## src/rtl/spi_reg_pkg.sv

```systemverilog
// Shared frame geometry, preamble defaults and FSM state encoding for the SPI register initiator.
// The frame layout is {preamble, addr, 4'b0000, data}; reads append RD_EXTRA reply clocks.
package spi_reg_pkg;

    localparam int FRAME_W  = 32;
    localparam int RD_EXTRA = 16;
    localparam int ADDR_W   = 8;
    localparam int DATA_W   = 12;
    localparam int PRE_W    = 8;
    localparam int PAD_W    = FRAME_W - PRE_W - ADDR_W - DATA_W;

    localparam logic [PRE_W-1:0] WR_PREAMBLE_DEF = 8'hFB;
    localparam logic [PRE_W-1:0] RD_PREAMBLE_DEF = 8'hFD;

    typedef enum logic [2:0] {
        IDLE,
        SETUP,
        SHIFT,
        HOLD,
        GAP
    } state_t;

    function automatic logic [FRAME_W-1:0] build_frame(
        input logic [PRE_W-1:0]  pre,
        input logic [ADDR_W-1:0] addr,
        input logic [DATA_W-1:0] data
    );
        return {pre, addr, {PAD_W{1'b0}}, data};
    endfunction

endpackage

```

## src/rtl/spi_sck_gen.sv

```systemverilog
// SCK divider: toggles SCK every CLK_DIV cycles while enabled, with same-cycle rise/fall strobes.
// Disabling (or reset) parks SCK low and clears the divider so the next enable starts with a full low half.
module spi_sck_gen #(
    parameter int unsigned CLK_DIV = 4
) (
    input  logic i_clk,
    input  logic i_rst_n,
    input  logic i_en,
    output logic o_sck,
    output logic o_rise,
    output logic o_fall
);

    localparam logic [7:0] DIV_LAST = 8'(CLK_DIV - 1);

    logic [7:0] r_cnt;
    logic       r_sck;
    logic       w_tick;

    assign w_tick = i_en && (r_cnt == DIV_LAST);

    always_ff @(posedge i_clk or negedge i_rst_n) begin
        if (!i_rst_n) begin
            r_cnt <= '0;
            r_sck <= 1'b0;
        end else if (!i_en) begin
            r_cnt <= '0;
            r_sck <= 1'b0;
        end else if (w_tick) begin
            r_cnt <= '0;
            r_sck <= ~r_sck;
        end else begin
            r_cnt <= r_cnt + 8'd1;
        end
    end

    assign o_sck  = r_sck;
    assign o_rise = w_tick && !r_sck;
    assign o_fall = w_tick && r_sck;

endmodule

```

## src/rtl/spi_reg_master.sv

```systemverilog
// SPI mode-0 register initiator: Rsp_valid 66*CLK_DIV+1 cycles after a write is accepted, 98*CLK_DIV+1 after a read.
// Req_ready stays low from acceptance until the CS-high gap has elapsed; a held request simply waits.
module spi_reg_master
    import spi_reg_pkg::*;
#(
    parameter int unsigned      CLK_DIV     = 4,
    parameter logic [PRE_W-1:0] WR_PREAMBLE = WR_PREAMBLE_DEF,
    parameter logic [PRE_W-1:0] RD_PREAMBLE = RD_PREAMBLE_DEF,
    parameter int unsigned      GAP_HALVES  = 2
) (
    input  logic              i_clk,
    input  logic              i_rst_n,
    input  logic              i_req_valid,
    output logic              o_req_ready,
    input  logic              i_req_rw,
    input  logic [ADDR_W-1:0] i_req_addr,
    input  logic [DATA_W-1:0] i_req_wdata,
    output logic              o_rsp_valid,
    output logic [DATA_W-1:0] o_rsp_rdata,
    output logic              o_busy,
    output logic              o_sck,
    output logic              o_cs,
    output logic              o_mosi,
    input  logic              i_miso
);

    localparam logic [15:0] SETUP_LAST = 16'(CLK_DIV);
    localparam logic [15:0] HOLD_LAST  = 16'(CLK_DIV - 1);
    localparam logic [15:0] GAP_LAST   = 16'(GAP_HALVES * CLK_DIV - 1);
    localparam logic [5:0]  WR_BITS    = 6'(FRAME_W);
    localparam logic [5:0]  RD_BITS    = 6'(FRAME_W + RD_EXTRA);

    state_t              r_state;
    logic [15:0]         r_div;
    logic [FRAME_W-1:0]  r_shift;
    logic [DATA_W-1:0]   r_rx;
    logic [5:0]          r_bits;
    logic                r_rw;
    logic                r_cs;
    logic                r_mosi;
    logic                r_ready;
    logic                r_busy;
    logic                r_rsp_vld;
    logic [DATA_W-1:0]   r_rdata;

    logic                w_accept;
    logic                w_sck_en;
    logic                w_sck;
    logic                w_rise;
    logic                w_fall;
    logic [5:0]          w_len;
    logic [FRAME_W-1:0]  w_frame;

    assign w_accept = i_req_valid && r_ready;
    assign w_sck_en = (r_state == SHIFT);
    assign w_len    = r_rw ? RD_BITS : WR_BITS;
    assign w_frame  = build_frame(i_req_rw ? RD_PREAMBLE : WR_PREAMBLE, i_req_addr,
                                  i_req_rw ? {DATA_W{1'b0}} : i_req_wdata);

    spi_sck_gen #(
        .CLK_DIV (CLK_DIV)
    ) u_sck_gen (
        .i_clk   (i_clk),
        .i_rst_n (i_rst_n),
        .i_en    (w_sck_en),
        .o_sck   (w_sck),
        .o_rise  (w_rise),
        .o_fall  (w_fall)
    );

    always_ff @(posedge i_clk or negedge i_rst_n) begin
        if (!i_rst_n) begin
            r_state   <= IDLE;
            r_div     <= '0;
            r_shift   <= '0;
            r_rx      <= '0;
            r_bits    <= '0;
            r_rw      <= 1'b0;
            r_cs      <= 1'b1;
            r_mosi    <= 1'b0;
            r_ready   <= 1'b1;
            r_busy    <= 1'b0;
            r_rsp_vld <= 1'b0;
            r_rdata   <= '0;
        end else begin
            r_rsp_vld <= 1'b0;
            case (r_state)
                IDLE: begin
                    // MSB goes straight onto MOSI; the shifter holds the remaining bits pre-aligned.
                    if (w_accept) begin
                        r_state <= SETUP;
                        r_div   <= '0;
                        r_rw    <= i_req_rw;
                        r_shift <= {w_frame[FRAME_W-2:0], 1'b0};
                        r_mosi  <= w_frame[FRAME_W-1];
                        r_cs    <= 1'b0;
                        r_bits  <= '0;
                        r_ready <= 1'b0;
                        r_busy  <= 1'b1;
                    end
                end
                SETUP: begin
                    if (r_div == SETUP_LAST) begin
                        r_state <= SHIFT;
                        r_div   <= '0;
                    end else begin
                        r_div <= r_div + 16'd1;
                    end
                end
                SHIFT: begin
                    if (w_rise) begin
                        r_rx <= {r_rx[DATA_W-2:0], i_miso};
                        if (r_bits != w_len) begin
                            r_bits <= r_bits + 6'd1;
                        end
                    end
                    if (w_fall) begin
                        if (r_bits == w_len) begin
                            r_state <= HOLD;
                            r_div   <= '0;
                            r_mosi  <= 1'b0;
                        end else begin
                            r_mosi  <= r_shift[FRAME_W-1];
                            r_shift <= {r_shift[FRAME_W-2:0], 1'b0};
                        end
                    end
                end
                HOLD: begin
                    // r_rx is only DATA_W deep, so the 4 leading reply bits have already fallen off.
                    if (r_div == HOLD_LAST) begin
                        r_state   <= GAP;
                        r_div     <= '0;
                        r_cs      <= 1'b1;
                        r_rsp_vld <= 1'b1;
                        r_rdata   <= r_rw ? r_rx : {DATA_W{1'b0}};
                    end else begin
                        r_div <= r_div + 16'd1;
                    end
                end
                GAP: begin
                    if (r_div == GAP_LAST) begin
                        r_state <= IDLE;
                        r_ready <= 1'b1;
                        r_busy  <= 1'b0;
                    end else begin
                        r_div <= r_div + 16'd1;
                    end
                end
                default: r_state <= IDLE;
            endcase
        end
    end

    assign o_req_ready = r_ready;
    assign o_rsp_valid = r_rsp_vld;
    assign o_rsp_rdata = r_rdata;
    assign o_busy      = r_busy;
    assign o_sck       = w_sck;
    assign o_cs        = r_cs;
    assign o_mosi      = r_mosi;

endmodule

```

## config.mk

```make
export PLATFORM = sky130hd
export DESIGN_NAME = spi_reg_master
export DESIGN_NICKNAME = d
export VERILOG_FILES = /design/src/rtl/spi_reg_pkg.sv /design/src/rtl/spi_sck_gen.sv /design/src/rtl/spi_reg_master.sv
export SDC_FILE = /design/constraint.sdc
export NUM_CORES = 1
export LEC_CHECK = 0
export CAP_MARGIN = 10
export CORE_MARGIN = 2
export CORE_UTILIZATION = 40
export CTS_BUF_LIST = sky130_fd_sc_hd__clkbuf_16
export DETAILED_ROUTE_END_ITERATION = 12
export GPL_ROUTABILITY_DRIVEN = 0
export HOLD_SLACK_MARGIN = 0.02
export PLACE_DENSITY_LB_ADDON = 0.05
export SKIP_LAST_GASP = 1
export SYNTH_ARGS = -nofsm -noshare
export SYNTH_HDL_FRONTEND = slang
export SYNTH_SLANG_ARGS = --single-unit
```

## constraint.sdc

```tcl
create_clock -name i_clk -period 6.5 [get_ports i_clk]
set_clock_uncertainty 0.1 [all_clocks]
set_input_delay 1.3 -clock i_clk [delete_from_list [all_inputs] [get_ports i_clk]]
set_output_delay 1.3 -clock i_clk [all_outputs]
set_load 0.05 [all_outputs]
```

Word level (Yosys, flattened, before mapping)
Cells that the tools add are included.

cells by class
  add/sub/neg operators = 3
  eq/ne operators = 21
  muxes and demuxes = 44
  bitwise gates (word level) = 1
  reductions and logical operators = 20

operators with widths
  cell                                                  count
  two-way mux 16 bit                                    6
  two-way mux 32 bit                                    3
  one-hot mux 16 bit (5 select lines)                   1
  one-hot mux 32 bit (2 select lines)                   1
  equality test 16 x 3 -> 1 bit, second input constant  2
  two-way mux 12 bit                                    2
  != test 2 bit, second input constant                  11
  two-way mux 3 bit                                     7
  two-way mux 6 bit                                     3
  adder 16 x 1 -> 16 bit, second input constant         1
  equality test 16 x 2 -> 1 bit, second input constant  1
  two-way mux 8 bit                                     2
  one-hot mux 3 bit (5 select lines)                    1
  two-way mux 1 bit                                     12
  one-hot mux 6 bit (2 select lines)                    1
  AND reduction 3 bit                                   3
  adder 8 x 1 -> 8 bit, second input constant           1
  equality test 8 x 2 -> 1 bit, second input constant   1
  one-hot mux 1 bit (2 select lines)                    4
  AND reduction 4 bit                                   2
  adder 6 x 1 -> 6 bit, second input constant           1
  equality test 3 x 2 -> 1 bit, second input constant   2
  equality test 6 bit                                   1
  != test 6 bit                                         1
  12 further kinds                                      19

word-level totals
  register bits after elaboration = 96
  input port bits = 25
  output and inout bits = 18
  logic and storage cells = 103

Depth between registers and ports, before layout
Gate-level depths: netlist of run 1.

  word-level depth = 5
  gate-level depth with buffers = 9
  depth with buffers taken out = 7

Hierarchy
A second synthesis of run 1 with hierarchy kept.

unflattened totals
  cells, all modules = 471
  area, all modules = 4561.9 um^2

modules (own cells, without submodules)
  module          times used  cells each  area each (um^2)
  spi_reg_master  1           426         4124.0
  spi_sck_gen     1           45          437.9

Worst setup path after synthesis of run 1
No wires, ideal clock.

  path type = input-to-reg
  from = input port i_req_valid
  to = register r_shift[10]
  arrival = 2.368 ns
  path slack = 3.898 ns
  stages = 6
  cells stage by stage = nand3b_1 -> nor3_1 -> nor2_1 -> clkbuf_1 -> nand2_1 -> o21ai_0

between the ends
  longest elaborated chain between the ends = 3

RTL lines
  element                        RTL line               RTL
  start, declared                spi_reg_master.sv:13   input logic i_req_valid,
  logical AND 1 bit              spi_reg_master.sv:54   assign w_accept = i_req_valid && r_ready;
  != test 2 bit (no line)        -
  AND reduction 4 bit (no line)  -
  end signal, assigned           spi_reg_master.sv:94   r_shift <= {w_frame[FRAME_W-2:0], 1'b0};
  end signal, assigned           spi_reg_master.sv:124  r_shift <= {r_shift[FRAME_W-2:0], 1'b0};
  end, declared                  spi_reg_master.sv:35   logic [FRAME_W-1:0] r_shift;

No other way between the ends.
A chain may end at the register's enable or synchronous reset.

Final worst setup path of run 1
  from = register r_ready, in the netlist o_req_ready
  to = output port o_req_ready

RTL lines
  element                 RTL line               RTL
  start, declared         spi_reg_master.sv:41   logic r_ready;
  start signal, assigned  spi_reg_master.sv:81   r_ready <= 1'b1;
  start signal, assigned  spi_reg_master.sv:98   r_ready <= 1'b0;
  start signal, assigned  spi_reg_master.sv:143  r_ready <= 1'b1;
  end, declared           spi_reg_master.sv:14   output logic o_req_ready,

No word-level cell between the ends.

==> flow_summary_export.csv, run 1 <==
group,metric,value,unit
run_status,outcome,"complete, no violations",
critical_path,path_max_fanout,3,
job,drv_cap,0,
critical_path,cp-end-kind,"output port",
synthesis,syn-cell-area,0.004626,mm²
detailed_routing,drc,0,
placement,placed_area,0.005127,mm²
critical_path,worst_ep_required_time,5.10,ns
timing,worst_slew_pin_slew,0.9671,ns
synthesis,synthArstFlopShare,100.0,%
critical_path,cp-start-kind,"flop",
synthesis,ys_top_cells_by_area,"dfrtp_1 50%, nand2_1 6.8%, o21ai_0 3.7%",
global_routing,grt_start_max_net_pins,52,
detailed_routing,drt_iter0_markers,267,
floorplan,start_util,40.68,%
synthesis,synth_cell_types,51,
cells_and_area,design_area,0.005393,mm²
timing,final_max_slew_viol_count,0,
timing,min_period,3.089,ns
min_path,min_path_cells,2,
critical_path,cpPeakStageDelay,0.80,ns
clocking,clock_path_buffers,2,
timing,hold_viol,0,
clocking,cts_tree,"done",
synthesis,syn_nets,493,
placement,portBuffers,42,
floorplan,core,0.01137,mm²
critical_path,cpLargestDelayFamily,"buffers and inverters",
floorplan,boundaryPins,43,
global_routing,grt_pass1_vias,3163,
placement,dpl.hpwl,5969,µm
synthesis,yosysSeqAreaShare,51.45,%
detailed_routing,drt-pass1-iter-count,4,
critical_path,reg2reg_depth,6,
detailed_routing,wirelength,9155,µm
global_routing,antenna_found_initial,0,
cells_and_area,fin_util,47.43,%
clocking,clk_pin_slew_worst_paths,0.07,ns
floorplan,die_w,111.5,µm
synthesis,syn_inst,463,
cells_and_area,layout.cells.non_filler,639,
synthesis,ys_ff_latch,95,
floorplan,die_h,111.5,µm
global_routing,overflow,0,
clocking,postCtsResizedCells,0,
critical_path,rr_endpoint,"r_div[1]",
min_path,hold_start,"o_rsp_rdata[10]",
clocking,cts_hold_buf,0,
min_path,min_path_type,"flop to flop",
detailed_routing,via_per_inst,5.188,
synthesis,synth_top_flop_cell,"dfrtp_1",
critical_path,critPathBufInv,1,
power_and_ir_drop,vdd_drop_max,0.09430,mV
timing,rsz0062_at_grt,"false",
clocking,numCtsBuffers,9,
critical_path,r2r_slack,3.45,ns
timing,fin_ws,3.411,ns
critical_path,crit_arrival,1.69,ns
timing,timing.setup.tns,0,ns
min_path,whs_endpoint,"o_rsp_rdata[10]",
global_routing,track_usage,15.41,%
timing,setup_violations,0,
detailed_routing,ant_nets,0,
clocking,clk_latency,0.34,ns
power_and_ir_drop,p_leak,0.002285,µW
synthesis,synth.largest_area_cell,"dfrtp_1",
detailed_routing,vias,3315,
timing,fin_crit_sh,47.52,%
cells_and_area,drive_gt1_share,11.69,%
synthesis,synth_edf_count,0,
placement,dp.cells,623,
detailed_routing,wl_per_cell,14.33,µm
cells_and_area,nets,521,
critical_path,timing.rr.start,"u_sck_gen.r_cnt[0]",
cells_and_area,area_delta_synth_final,16.58,%
global_routing,grt_pass1_wl,15730,µm
critical_path,crit_chain,"clkdlybuf4s50_1",
timing,max_slew_margin,35.53,%
critical_path,worst_path_max_delay_cell,"clkdlybuf4s50_1",
cells_and_area,diodes,0,
floorplan,rows,39,
placement,place_ws,3.102,ns
synthesis,yosys_warnings,0,
power_and_ir_drop,cellPowerDensity,204.8,mW/mm²
synthesis,synth_top_area_share,50.31,%
clocking,cts_setup_buffers,0,
floorplan,dieArea,0.01244,mm²
synthesis,avgSynthCellArea,9.991,µm²
timing,fmax,323.7,MHz
critical_path,worstSetupPathType,"flop to output port",
clocking,cts_sinks,95,
clocking,clock-root-buffer,"clkbuf_16",
clocking,cts_max_level,3,
worst reg2reg max path, cell delays in order (launching register included):
cell and delay [ns]:
dfrtp_1 0.42, ha_1 0.25, or3b_2 0.53, or2_0 0.34
o31a_1 0.42, a21oi_4 0.64, mux2i_1 0.28
registers in the layout, summed over array words and instances (netlist names), 3 cells and up:
signal           cells
u_sck_gen.r_cnt      8
r_shift             31
r_bits               6
o_rsp_rdata         12
r_rx                12
r_div               16
r_state              3
routing by layer:
layer	vias to the layer above	wire, µm	global-route usage (%)	part of all wire, %
li1	1672	-	-	-
met1	1603	4822	22.78	53
met2	32	4003	22.85	44
met3	8	235	3.103	2.6
met4	0	94	4.938	1.0
met5	-	0	0	0
logic make-up (layout without fill, tap and decap cells):
logic type      Yosys count  in the layout  share of synthesized area, %
simple gates            195            195                         20.50
flops                    95             95                         51.45
compound gates           89             89                         14.55
buf+inv                  42             75                         4.057
mux                      26             26                         6.005
xor+xnor                 11             11                         2.083
fa+ha+maj                 5              5                         1.352
area by class of cell:
type	count	area [µm²]
Clock buffer	9	225.2
Clock inverter	7	40.04
Fill cell	1112	5977
Inverter	13	48.80
Multi-Input combinational cell	326	2072
Sequential cell	95	2380
Tap cell	143	178.9
Timing Repair Buffer	46	447.9
layout by cell type (no fill, tap or decap), types with 4 or more instances in the layout:
cell,instances
a31oi_1,5
nand3_1,29
o21ai_0,34
a31oi_4,7
and3_1,4
nor3b_1,11
nand4_1,4
nor3_1,4
ha_1,5
nand2_1,84
dfrtp_1,93
inv_1,13
mux2_2,14
xor2_1,9
a21oi_1,20
nor2_1,29
o31ai_1,4
buf_4,5
clkdlybuf4s50_1,41
mux2i_1,12
clkbuf_16,9
synthesized netlist by cell type, types with 4 or more instances:
cell type,number
nor3b_1,11
inv_1,13
dfrtp_1,93
mux2_2,14
a31oi_1,5
o21ai_0,34
nand3_1,29
nor3_1,5
nand2_1,84
nand4_1,4
and3_1,4
a21oi_1,20
clkbuf_1,21
mux2i_1,12
xor2_1,9
nor2_1,30
ha_1,5
o31ai_1,4
a31oi_4,7
worst max path at each step:
stage                        from  cells past startpoint          end
2_1_floorplan         i_req_valid                      6  r_shift[10]
3_3_place_gp          i_req_valid                      6     r_div[3]
3_5_place_dp          i_req_valid                      6    r_div[10]
4_1_cts               o_req_ready                      1  o_req_ready
5_1_grt        u_sck_gen.r_cnt[0]                      6     r_div[1]
6_report              o_req_ready                      1  o_req_ready
power by group:
group          leakage, µW  switching [µW]  internal (µW)  total (µW)
combinational     0.000919            14.8           14.7        29.5
sequential         0.00124           0.931            592         593
clock             0.000122             226            255         482
per-stage QoR:
stage          hold slack (ns)  power (µW)
5_1_grt                 0.3965        1146
4_1_cts                 0.3713        1120
2_1_floorplan           0.3391       607.3
3_5_place_dp            0.3560       635.6
3_3_place_gp            0.3492       635.1
6_report                0.3620        1104
No activity file was read; power rests on OpenSTA's default activity.
==> inputs of run 2 (changes only) <==
==> constraint.sdc (replaced) <==
create_clock -name i_clk -period 3 [get_ports i_clk]
set_clock_uncertainty 0.1 [all_clocks]
set_input_delay 0.6 -clock i_clk [delete_from_list [all_inputs] [get_ports i_clk]]
set_output_delay 0.6 -clock i_clk [all_outputs]
set_load 0.05 [all_outputs]
==> flow_summary_export.csv, run 2 (synthesized netlist as in run 1, its figures left out) <==
group,metric,value,unit
run_status,outcome,"complete, no violations",
cells_and_area,diodes,0,
cells_and_area,drive_gt1_share,12.55,%
clocking,clk_pin_slew_worst_paths,0.06,ns
timing,final_max_slew_viol_count,0,
power_and_ir_drop,switching_share,20.00,%
critical_path,r2r_slack,0.38,ns
power_and_ir_drop,vdd_drop_max,0.2588,mV
power_and_ir_drop,p_switching,509.1,µW
cells_and_area,final_cell_mix,"93 x dfrtp_1, 84 x nand2_1, 41 x clkdlybuf4s50_1",
cells_and_area,fin_util,48.35,%
critical_path,cp-end-kind,"flop",
timing,fin_crit_sh,87.31,%
clocking,cts_setup_buffers,0,
critical_path,timing.rr.start,"u_sck_gen.r_cnt[0]",
critical_path,crit_arrival,2.80,ns
clocking,numCtsBuffers,9,
detailed_routing,drc,0,
job,drv_cap,0,
power_and_ir_drop,p_clk_share,46.9,%
critical_path,cp-start-kind,"flop",
detailed_routing,wirelength,9225,µm
detailed_routing,vias,3362,
clocking,clock_path_buffers,2,
floorplan,dieArea,0.01244,mm²
clocking,cts_hold_buf,0,
cells_and_area,regMostFlops,"r_shift",
detailed_routing,wl_per_cell,14.30,µm
critical_path,reg2reg_depth,7,
timing,fmax,381.8,MHz
floorplan,core,0.01137,mm²
cells_and_area,final_common_cell,"dfrtp_1",
timing,worst_slew_pin_slew,0.6902,ns
global_routing,overflow,0,
timing,hold_ws,0.1289,ns
cells_and_area,area_delta_synth_final,18.85,%
critical_path,path_max_fanout,9,
floorplan,die_w,111.5,µm
global_routing,grt_pass1_wl,16210,µm
timing,setup_violations,0,
detailed_routing,ant_nets,0,
detailed_routing,drt-pass1-iter-count,4,
global_routing,grt_start_max_net_pins,42,
placement,dp.cells,630,
clocking,postCtsResizedCells,0,
cells_and_area,design_area,0.005498,mm²
power_and_ir_drop,cellPowerDensity,463.0,mW/mm²
clocking,cts_sinks,95,
critical_path,worst_ep_required_time,3.18,ns
power_and_ir_drop,p_int,2037,µW
cells_and_area,nets,528,
placement,placed_area,0.005192,mm²
clocking,cts_max_level,3,
clocking,clk_latency,0.34,ns
detailed_routing,via_per_inst,5.212,
placement,dpl.hpwl,6290,µm
critical_path,rr_endpoint,"r_div[3]",
min_path,min_path_type,"input pin to asynchronous set/reset pin",
timing,min_period,2.619,ns
power_and_ir_drop,p_leak,0.002356,µW
timing,max_slew_margin,53.63,%
global_routing,grt_pass1_vias,3262,
timing,rsz0062_at_grt,"false",
cells_and_area,largest_registers,"r_shift x31, r_div x16",
detailed_routing,drt_iter0_markers,243,
floorplan,rows,39,
floorplan,boundaryPins,43,
cells_and_area,largest_reg_flops,31,
power_and_ir_drop,combPwrFrac,2.6,%
clocking,clock-root-buffer,"clkbuf_16",
global_routing,antenna_found_initial,0,
power_and_ir_drop,power_frac_seq,50.5,%
floorplan,start_util,40.68,%
floorplan,die_h,111.5,µm
clocking,cts_tree,"done",
global_routing,track_usage,16.08,%
placement,portBuffers,42,
timing,hold_viol,0,
critical_path,worstSetupPathType,"flop to flop",
timing,timing.setup.tns,0,ns
cells_and_area,layout.cells.non_filler,645,
==> run 2: changes by cell type in the layout (fill, tap and decap cells not counted) <==
cell        change
buf_4           +6
clkinvlp_4      -3
bufinv_16       +2
clkinv_2        -2
inv_1           +2
buf_12          +1
clkinv_1        -1
clkinv_4        +1
==> run 2: metrics by stage <==
step	total power, µW	worst slack [ns]
final	2546	0.3808
after global routing	2642	0.2649
after CTS	2579	0.3688
after detailed placement	1380	0.3741
after global placement	1380	0.4408
after floorplan	1316	0.5029
==> run 2: power groups by stage <==
stage / sequential, µW / combinational [µW] / clock (µW)
finish: 1290 / 66.8 / 1190
global route: 1280 / 75.9 / 1280
CTS: 1290 / 70.4 / 1220
detailed placement: 1310 / 70.0 / 0
global placement: 1310 / 70.3 / 0
floorplan: 1310 / 6.59 / 0
==> run 2: layout make-up <==
cell class,instances,area (µm²)
Fill cell,1104,5872
Clock inverter,6,80.08
Clock buffer,9,225.2
Timing Repair Buffer,53,513.0
Sequential cell,95,2380
Multi-Input combinational cell,326,2072
Tap cell,143,178.9
Inverter,13,48.80
==> run 2: worst max-delay path, stage by stage, from the launching register on <==
cell,delay (ns)
dfrtp_1,0.41
ha_1,0.24
or3b_2,0.52
or2_0,0.33
o31a_1,0.41
a21oi_4,0.14
buf_4,0.23
a32o_1,0.19
==> run 2: worst max-delay path by stage <==
stage	start	to	slack, ns	cells after the start
2_1_floorplan	u_sck_gen.r_cnt[0]	r_div[8]	0.50	8
3_5_place_dp	u_sck_gen.r_cnt[0]	r_div[1]	0.37	7
4_1_cts	u_sck_gen.r_cnt[0]	r_div[1]	0.37	7
3_3_place_gp	u_sck_gen.r_cnt[0]	r_div[3]	0.44	7
5_1_grt	u_sck_gen.r_cnt[0]	r_div[3]	0.26	7
6_report	u_sck_gen.r_cnt[0]	r_div[3]	0.38	7
==> run 2: metal layers <==
metal	share of wire [%]	routed length, µm	vias up	global-route usage (%)
met5	0	0	-	0
met4	1.8	166	0	6.749
li1	-	-	1685	-
met3	2.7	251	14	3.157
met2	45	4188	48	24.51
met1	50	4618	1615	22.56
